==> src/rtl/image_rom_arbiter_pkg.sv <==
// -----------------------------------------------------------------------------
// image_rom_pkg
// Shared types and constants for the image ROM arbiter slice.
//   ROM_ADDR_W / ROM_DATA_W : geometry of the image ROM ({y[5:0],x[5:0]} -> RGB444)
//   req_id_t                : requester identifier (0 or 1)
//   rom_tag_t               : {valid, id} tag travelling alongside a ROM read
// -----------------------------------------------------------------------------
package image_rom_pkg;

    localparam int ROM_ADDR_W = 12;
    localparam int ROM_DATA_W = 12;

    typedef logic req_id_t;

    typedef struct packed {
        logic    valid;
        req_id_t id;
    } rom_tag_t;

    localparam rom_tag_t TAG_IDLE = '{valid: 1'b0, id: 1'b0};

    // One-hot grant vector for a requester id.
    function automatic logic [1:0] id_to_onehot(input req_id_t id);
        logic [1:0] oh;
        if (id == 1'b1) begin
            oh = 2'b10;
        end else begin
            oh = 2'b01;
        end
        return oh;
    endfunction

endpackage

==> src/rtl/image_rom_arbiter_rr.sv <==
// -----------------------------------------------------------------------------
// rr_arbiter2
// Two-way round-robin arbiter. Grant is combinational from the current valids
// and the last granted id; ties go to the requester that did not win last.
//   clk, rst      : clock, synchronous active-high reset
//   valid0_i/1_i  : request valids
//   grant_o       : one-hot grant (all zero when idle or in reset)
//   gnt_id_o      : id of the granted requester (meaningful when grant_o != 0)
// -----------------------------------------------------------------------------
module rr_arbiter2
    import image_rom_pkg::*;
(
    input  logic       clk,
    input  logic       rst,
    input  logic       valid0_i,
    input  logic       valid1_i,
    output logic [1:0] grant_o,
    output req_id_t    gnt_id_o
);

    req_id_t    last_grant_q;
    req_id_t    last_grant_d;
    logic [1:0] grant_s;
    req_id_t    gnt_id_s;

    // Grant selection; reset suppresses every grant so ready stays low.
    always_comb begin
        grant_s  = 2'b00;
        gnt_id_s = 1'b0;
        if (rst) begin
            grant_s  = 2'b00;
            gnt_id_s = 1'b0;
        end else if (valid0_i && valid1_i) begin
            gnt_id_s = ~last_grant_q;
            grant_s  = id_to_onehot(~last_grant_q);
        end else if (valid0_i) begin
            gnt_id_s = 1'b0;
            grant_s  = 2'b01;
        end else if (valid1_i) begin
            gnt_id_s = 1'b1;
            grant_s  = 2'b10;
        end else begin
            grant_s  = 2'b00;
            gnt_id_s = 1'b0;
        end
    end

    // Remember the winner; hold when nobody was granted.
    always_comb begin
        last_grant_d = last_grant_q;
        if (grant_s != 2'b00) begin
            last_grant_d = gnt_id_s;
        end else begin
            last_grant_d = last_grant_q;
        end
    end

    // last_grant resets to 1 so requester 0 wins the first tie.
    always_ff @(posedge clk) begin
        if (rst) begin
            last_grant_q <= 1'b1;
        end else begin
            last_grant_q <= last_grant_d;
        end
    end

    assign grant_o  = grant_s;
    assign gnt_id_o = gnt_id_s;

endmodule

==> src/rtl/image_rom_arbiter.sv <==
// -----------------------------------------------------------------------------
// image_rom_arbiter
// Shares one synchronous image ROM between two pixel requesters with
// round-robin arbitration. A read accepted in cycle N returns in cycle
// N+ROM_LAT+1 as a one-cycle strobe on the owning requester's response port.
//   req{0,1}_valid/addr/ready : request handshake (accept = valid & ready)
//   rsp{0,1}_valid/rgb        : response strobe and data (no backpressure)
//   rom_address / rom_rgb     : to / from the image_rom instance
// -----------------------------------------------------------------------------
module image_rom_arbiter
    import image_rom_pkg::*;
#(
    parameter int ADDR_W  = ROM_ADDR_W,
    parameter int DATA_W  = ROM_DATA_W,
    parameter int ROM_LAT = 1
) (
    input  logic              clk,
    input  logic              rst,
    input  logic              req0_valid,
    input  logic [ADDR_W-1:0] req0_addr,
    output logic              req0_ready,
    output logic              rsp0_valid,
    output logic [DATA_W-1:0] rsp0_rgb,
    input  logic              req1_valid,
    input  logic [ADDR_W-1:0] req1_addr,
    output logic              req1_ready,
    output logic              rsp1_valid,
    output logic [DATA_W-1:0] rsp1_rgb,
    output logic [ADDR_W-1:0] rom_address,
    input  logic [DATA_W-1:0] rom_rgb
);

    logic [1:0]        grant_s;
    req_id_t           gnt_id_s;
    logic              gnt_any_s;
    logic [ADDR_W-1:0] gnt_addr_s;
    logic [ADDR_W-1:0] addr_hold_q;
    logic [ADDR_W-1:0] addr_hold_d;
    rom_tag_t          tag_q [ROM_LAT];
    rom_tag_t          tag_d [ROM_LAT];
    rom_tag_t          tag_out_s;
    logic              rsp0_valid_q, rsp0_valid_d;
    logic              rsp1_valid_q, rsp1_valid_d;
    logic [DATA_W-1:0] rsp0_rgb_q, rsp0_rgb_d;
    logic [DATA_W-1:0] rsp1_rgb_q, rsp1_rgb_d;

    rr_arbiter2 u_arb (
        .clk      (clk),
        .rst      (rst),
        .valid0_i (req0_valid),
        .valid1_i (req1_valid),
        .grant_o  (grant_s),
        .gnt_id_o (gnt_id_s)
    );

    assign gnt_any_s  = |grant_s;
    assign req0_ready = grant_s[0];
    assign req1_ready = grant_s[1];

    // Address mux; when idle the ROM keeps seeing the last granted address.
    always_comb begin
        gnt_addr_s  = req0_addr;
        addr_hold_d = addr_hold_q;
        rom_address = addr_hold_q;
        if (gnt_id_s == 1'b1) begin
            gnt_addr_s = req1_addr;
        end else begin
            gnt_addr_s = req0_addr;
        end
        if (gnt_any_s) begin
            addr_hold_d = gnt_addr_s;
            rom_address = gnt_addr_s;
        end else begin
            addr_hold_d = addr_hold_q;
            rom_address = addr_hold_q;
        end
    end

    // Tag shift: stage 0 captures this cycle's grant, last stage lines up with rom_rgb.
    always_comb begin
        for (int i = 0; i < ROM_LAT; i++) begin
            tag_d[i] = tag_q[i];
        end
        tag_d[0] = '{valid: gnt_any_s, id: gnt_id_s};
        for (int i = 1; i < ROM_LAT; i++) begin
            tag_d[i] = tag_q[i-1];
        end
    end

    assign tag_out_s = tag_q[ROM_LAT-1];

    // Route ROM data to the owner of the returning tag; the idle side keeps its data.
    always_comb begin
        rsp0_valid_d = 1'b0;
        rsp1_valid_d = 1'b0;
        rsp0_rgb_d   = rsp0_rgb_q;
        rsp1_rgb_d   = rsp1_rgb_q;
        if (tag_out_s.valid && (tag_out_s.id == 1'b0)) begin
            rsp0_valid_d = 1'b1;
            rsp0_rgb_d   = rom_rgb;
        end else if (tag_out_s.valid && (tag_out_s.id == 1'b1)) begin
            rsp1_valid_d = 1'b1;
            rsp1_rgb_d   = rom_rgb;
        end else begin
            rsp0_valid_d = 1'b0;
            rsp1_valid_d = 1'b0;
        end
    end

    // State registers; reset empties the tag pipe so in-flight reads never respond.
    always_ff @(posedge clk) begin
        if (rst) begin
            addr_hold_q  <= {ADDR_W{1'b0}};
            for (int i = 0; i < ROM_LAT; i++) begin
                tag_q[i] <= TAG_IDLE;
            end
            rsp0_valid_q <= 1'b0;
            rsp1_valid_q <= 1'b0;
            rsp0_rgb_q   <= {DATA_W{1'b0}};
            rsp1_rgb_q   <= {DATA_W{1'b0}};
        end else begin
            addr_hold_q  <= addr_hold_d;
            for (int i = 0; i < ROM_LAT; i++) begin
                tag_q[i] <= tag_d[i];
            end
            rsp0_valid_q <= rsp0_valid_d;
            rsp1_valid_q <= rsp1_valid_d;
            rsp0_rgb_q   <= rsp0_rgb_d;
            rsp1_rgb_q   <= rsp1_rgb_d;
        end
    end

    assign rsp0_valid = rsp0_valid_q;
    assign rsp1_valid = rsp1_valid_q;
    assign rsp0_rgb   = rsp0_rgb_q;
    assign rsp1_rgb   = rsp1_rgb_q;

endmodule

==> config.mk <==
export PLATFORM = sky130hd
export DESIGN_NAME = image_rom_arbiter
export DESIGN_NICKNAME = d
export VERILOG_FILES = /design/src/rtl/image_rom_arbiter_pkg.sv /design/src/rtl/image_rom_arbiter_rr.sv /design/src/rtl/image_rom_arbiter.sv
export SDC_FILE = /design/constraint.sdc
export NUM_CORES = 1
export LEC_CHECK = 0
export CORE_MARGIN = 4
export CORE_UTILIZATION = 45
export DETAILED_ROUTE_END_ITERATION = 12
export PLACE_DENSITY_LB_ADDON = 0.25
export SLEW_MARGIN = 0
export SYNTH_ARGS = -nofsm -noshare
export SYNTH_HDL_FRONTEND = slang
export SYNTH_SLANG_ARGS = --single-unit
==> constraint.sdc <==
create_clock -name clk -period 4.1 [get_ports clk]
set_input_delay 0.82 -clock clk [delete_from_list [all_inputs] [get_ports clk]]
set_output_delay 0.82 -clock clk [all_outputs]
set_load 0.02 [all_outputs]
# ---- Yosys cells after proc, flatten, opt, wreduce, memory -nomap -nowiden
# Memory sizes are Yosys's and may differ from the RTL's.
# Cells that the tools add are included.
dict set report op_classes {
  reduce_logical 8
  n_mux 18
  bitwise 3
}
# operator count
set ops {}
lappend ops {{two-way mux 12 bit} 2}
lappend ops {{two-way mux 2 bit} 6}
lappend ops {{two-way mux 1 bit} 10}
lappend ops {{OR reduction 2 bit} 3}
lappend ops {{logical AND 1 bit} 3}
lappend ops {{inverter 1 bit} 3}
lappend ops {{AND reduction 2 bit} 1}
lappend ops {{nonzero test 2 bit} 1}
dict set report totals {
  ff_bits 39
  output_inout_bits 40
  elab_cells 36
  in_bits 40
  n_memories 1
  ramBits 2
}
# memory depth word_bits rd rd_clocked_by_memory_dff write_ports line
set memory_table {}
lappend memory_table {tag_q 1 2 1 0 1 image_rom_arbiter.sv:39} ;# rom_tag_t tag_q [ROM_LAT];

# ---- Longest topological paths before layout
dict set report depth {
  ltp_word 6
  mapped_depth 5
  ltp_nobuf 3
}

# ---- Hierarchy
# A second synthesis with hierarchy kept.
dict set report unflattened {
  cells_unflattened 203
  area_unflattened_um2 1742.9
}
# module cells_each n_inst area_each_um2
set by_module_without_submodules {}
lappend by_module_without_submodules {image_rom_arbiter 194 1 1675.4}
lappend by_module_without_submodules {rr_arbiter2 9 1 67.6}

# ---- Least setup slack after synthesis
# OpenSTA, ideal clock, no wires.
dict set report synth_path {
  kind {input port to output port}
  from {in req0_valid}
  to {out rom_address[0]}
  cell_stages 5
  path_slack_ns 1.378
  t_arrival_ns 1.902
  path_cell_list {buf_4 -> nor2_1 -> buf_4 -> a2111oi_2 -> nor3_1}
}
dict set report synth_via {
  elab_chain_cells 5
  elab_cells_between_ends 10
  cone_classes {mux: 8; reduce/logical: 2}
}
# element line
set synth_rtl {}
lappend synth_rtl {{start: declaration} image_rom_arbiter.sv:19} ;# input logic req0_valid,
lappend synth_rtl {{two-way mux 1 bit (tied with other cells)} image_rom_arbiter_rr.sv:36} ;# end else if (valid0_i) begin
lappend synth_rtl {{two-way mux 1 bit / two-way mux 2 bit (equally long branches)} image_rom_arbiter_rr.sv:33} ;# end else if (valid0_i && valid1_i) begin
lappend synth_rtl {{two-way mux 1 bit / two-way mux 2 bit (equally long branches)} image_rom_arbiter_rr.sv:30} ;# if (rst) begin
lappend synth_rtl {{two-way mux 12 bit / OR reduction 2 bit (equally long branches)} {image_rom_arbiter.sv:65, image_rom_arbiter.sv:56}}
lappend synth_rtl {{two-way mux 12 bit (*)} --}
lappend synth_rtl {{end: declaration} image_rom_arbiter.sv:29} ;# output logic [ADDR_W-1:0] rom_address,
# Every way passes the cells marked *; elsewhere a longest branch is shown, timed or not.

# ---- Worst setup path in the final report
dict set report layout_path {
  from {in req1_valid}
  to {out rom_address[10]}
}
dict set report layout_via {
  elab_chain_cells 6
  elab_cells_between_ends 12
  cone_classes {mux: 10; reduce/logical: 2}
}
# element line
set layout_rtl {}
lappend layout_rtl {{start: declaration} image_rom_arbiter.sv:24} ;# input logic req1_valid,
lappend layout_rtl {{two-way mux 1 bit / two-way mux 2 bit (equally long branches)} image_rom_arbiter_rr.sv:39} ;# end else if (valid1_i) begin
lappend layout_rtl {{two-way mux 1 bit / two-way mux 2 bit (equally long branches)} image_rom_arbiter_rr.sv:36}
lappend layout_rtl {{two-way mux 1 bit / two-way mux 2 bit (equally long branches)} image_rom_arbiter_rr.sv:33}
lappend layout_rtl {{two-way mux 1 bit / two-way mux 2 bit (equally long branches)} image_rom_arbiter_rr.sv:30}
lappend layout_rtl {{two-way mux 12 bit / OR reduction 2 bit (equally long branches)} {image_rom_arbiter.sv:65, image_rom_arbiter.sv:56}}
lappend layout_rtl {{two-way mux 12 bit (*)} --}
# Marked as above.

==> flow_metrics.py <==
metrics = {
    "status": {
        "status": "completed",
    },
    "yosys": {
        "synthAdderAreaFrac": 0,
        "synth_cell_types": 19,
        "netlist_area_sq_um": 1810,
        "synthMuxAreaShare": 0,
        "synth_top_area_share": 0.454,
        "synthXorXnorAreaFrac": 0,
        "synth_top_cell_by_area": "dfxtp_1",
        "synth_top_family_by_area": "compound AO/OA/AOI/OAI gates",
        "synth_area_leaders": "dfxtp_1 (45%), a2111oi_2 (15%), nand2_1 (10%)",
        "synth-simple-area-share": 0.224,
        "seq_area_frac_synth": 0.454,
        "syn_inst": 208,
        "synth_compound_area_frac": 0.264,
        "synth_nets": 248,
        "ys_seq_elements": 41,
        "yosysWarnings": 0,
        "syn_area_per_cell_sq_um": 8.69,
    },
    "worst_setup_path": {
        "ff2ff_path_depth": 5,
        "rrSetupSlack_ns": 2.44,
        "startpoint": "req1_valid",
        "timing.rr.end": "addr_hold_q[4]",
        "critPathArrivalTime_ns": 3.12,
        "endpoint": "rom_address[10]",
        "critPathLaunchType": "input pin",
        "crit_required_ns": 3.28,
        "crit_path_end_kind": "output pin",
        "path_class": "input pin to output pin",
        "r2r-start": "u_arb.last_grant_q",
        "crit_path_max_fanout": 15,
    },
    "final_layout": {
        "final_util": 0.723,
        "nFillCells": 334,
        "antenna_cells": 0,
        "area_growth_syn_to_layout_pct": 50.7,
        "finalNetCount": 320,
        "layout-drive-gt1-share": 0.121,
    },
    "place": {
        "hpwl_mm": 3.26,
        "io_buffers": 79,
        "globalplace.congestion": 0.719,
    },
    "clock_network": {
        "worstSkewPairLatency_ns": 0.28,
        "numCtsBuffers": 5,
        "cts_resized": 0,
        "postCtsSetupRepairBufs": 0,
        "htreeDepth": 2,
        "root_buffer": "clkbuf_8",
        "clock_sinks": 41,
        "cts_buffer_depth": 2,
        "cts_tree": "yes",
        "ctsHoldBuffers": 0,
        "cts.reportedPaths.clkPinSlew_ns": 0.07,
    },
    "timing": {
        "skew_ns": 0.00143,
        "report.final.slew_viol_count": 0,
        "fin_crit_ns": 3.94,
        "setup_tns_ns": 0,
        "rsz0062_at_grt": "false",
        "hold_viol_final": 0,
        "post-route-period-util": 0.961,
        "worstMarginPinSlew_ns": 0.854,
        "max_freq_mhz": 254,
        "setup_viol": 0,
        "maxSlewHeadroom": 0.430,
    },
    "global_routing": {
        "grt_max_degree": 36,
        "grt_pass1_vias": 1590,
        "grt_use_total": 0.185,
        "grt_pass1_wl_mm": 7.62,
        "antenna_found_initial": 0,
        "grt_overflow": 0,
    },
    "floorplanning": {
        "initial_utilization": 0.479,
        "core_area_sq_um": 3770,
        "die_h_microns": 71.4,
        "ios": 80,
        "dieArea_sq_um": 5100,
        "die_w_microns": 71.4,
        "num_rows": 22,
    },
    "min_path": {
        "worstHoldPathType": "flop to flop",
    },
    "detailed_routing": {
        "drt_pre_antenna_iters": 4,
        "wl_per_cell_microns": 14.0,
        "drc": 0,
        "via_count": 1749,
        "vias_per_cell": 5.32,
        "first_iter_violations": 125,
        "postRouteAntennaNets": 0,
        "drt_wl_total_mm": 4.62,
    },
    "power": {
        "ir_drop_mv": 0.343,
        "cellLeakagePower_nw": 0.914,
        "power_density_nw_per_um2": 359,
    },
    "run": {
        "cap_violations": 0,
    },
}
-- synthesized netlist by cell type --
| cell | number |
|---|---|
| dfxtp_1 | 41 |
| and2_1 | 2 |
| nor2_1 | 15 |
| a21oi_1 | 25 |
| buf_4 | 3 |
| a2111oi_0 | 6 |
| a211oi_1 | 2 |
| o21ba_2 | 1 |
| buf_2 | 12 |
| clkbuf_1 | 4 |
| o21ai_0 | 1 |
| inv_1 | 1 |
| nor3_1 | 12 |
| nand2_1 | 50 |
| inv_2 | 1 |
| nor2b_1 | 1 |
| nor4_1 | 12 |
| a2111oi_2 | 18 |
| nand2b_1 | 1 |
-- stage by stage --
step / hold WS (ns) / cell area [sq um] / cells / setup slack (ns) / total power, mW
after floorplan: 0.499 / 1810 / 208 / 1.38 / 0.552
after global placement: 0.441 / 2610 / 321 / 0.0910 / 0.656
after detailed placement: 0.447 / 2610 / 321 / 0.0519 / 0.659
after CTS: 0.458 / 2720 / 329 / 0.0369 / 0.987
after global routing: 0.476 / 2730 / 329 / 0.0231 / 1.02
final: 0.455 / 2730 / 329 / 0.160 / 0.978
-- sequential cells by signal, indices dropped and copies added, names as in the netlist --
| name | count |
|---|---|
| addr_hold_q | 12 |
| rsp0_rgb | 12 |
| rsp1_rgb | 12 |
| tag_q | 2 |
| rsp0_valid | 1 |
| rsp1_valid | 1 |
| u_arb.last_grant_q | 1 |
-- kinds of logic (layout without fill, tap and decap cells) --
logic type	count (synthesis)	count (layout)
and+or+nand+nor	93	93
AOI/OAI and AO/OA	53	53
DFF	41	41
buffers and inverters	21	94
-- power breakdown --
part	total, mW	internal [mW]	switching (mW)
Sequential	0.429	0.420	0.00876
Combinational	0.220	0.105	0.115
Clock	0.329	0.198	0.130
Total	0.978	0.723	0.255
-- layout make-up --
class                           count  area [sq um]  share of cell area
Clock buffer                        7          86.3              0.0317
Tap cell                           48          60.1              0.0220
Timing Repair Buffer               84           836               0.307
Multi-Input combinational cell    146           885               0.325
Sequential cell                    41           821               0.301
Inverter                            2          7.51             0.00275
Clock inverter                      1          30.0              0.0110
-- per-layer routing --
layer  global-route usage  share of wire
met4               0.0564         0.0058
met1                0.255           0.44
met3               0.0435          0.062
met2                0.287           0.49
met5                    0              0
-- worst min path at each step --
stage | from | end | slack (ns) | cells past startpoint
finish | rsp0_rgb[2] | rsp0_rgb[2] | 0.46 | 2
global route | rsp0_rgb[10] | rsp0_rgb[10] | 0.48 | 2
CTS | rsp0_rgb[1] | rsp0_rgb[1] | 0.46 | 2
detailed placement | rsp0_rgb[1] | rsp0_rgb[1] | 0.45 | 2
global placement | rsp0_rgb[11] | rsp0_rgb[11] | 0.44 | 2
floorplan | addr_hold_q[10] | addr_hold_q[10] | 0.50 | 2
-- worst max-delay path, cell delays in order --
cell and delay, ns:
clkdlybuf4s50_1 0.51, buf_4 0.27, inv_2 0.19, a2111oi_0 0.61, nor3_1 0.13, clkdlybuf4s50_1 0.59
-- layout by cell type (no fill, tap or decap), types with 4 or more instances in the layout --
cell             instances
clkbuf_8                 6
nor3_1                  12
a2111oi_2               18
nand2_1                 50
a2111oi_0                6
buf_4                    4
clkdlybuf4s50_1         78
nor2_1                  14
a21oi_1                 25
nor4_1                  12
dfxtp_1                 41
No activity file was read; power rests on OpenSTA's default activity.
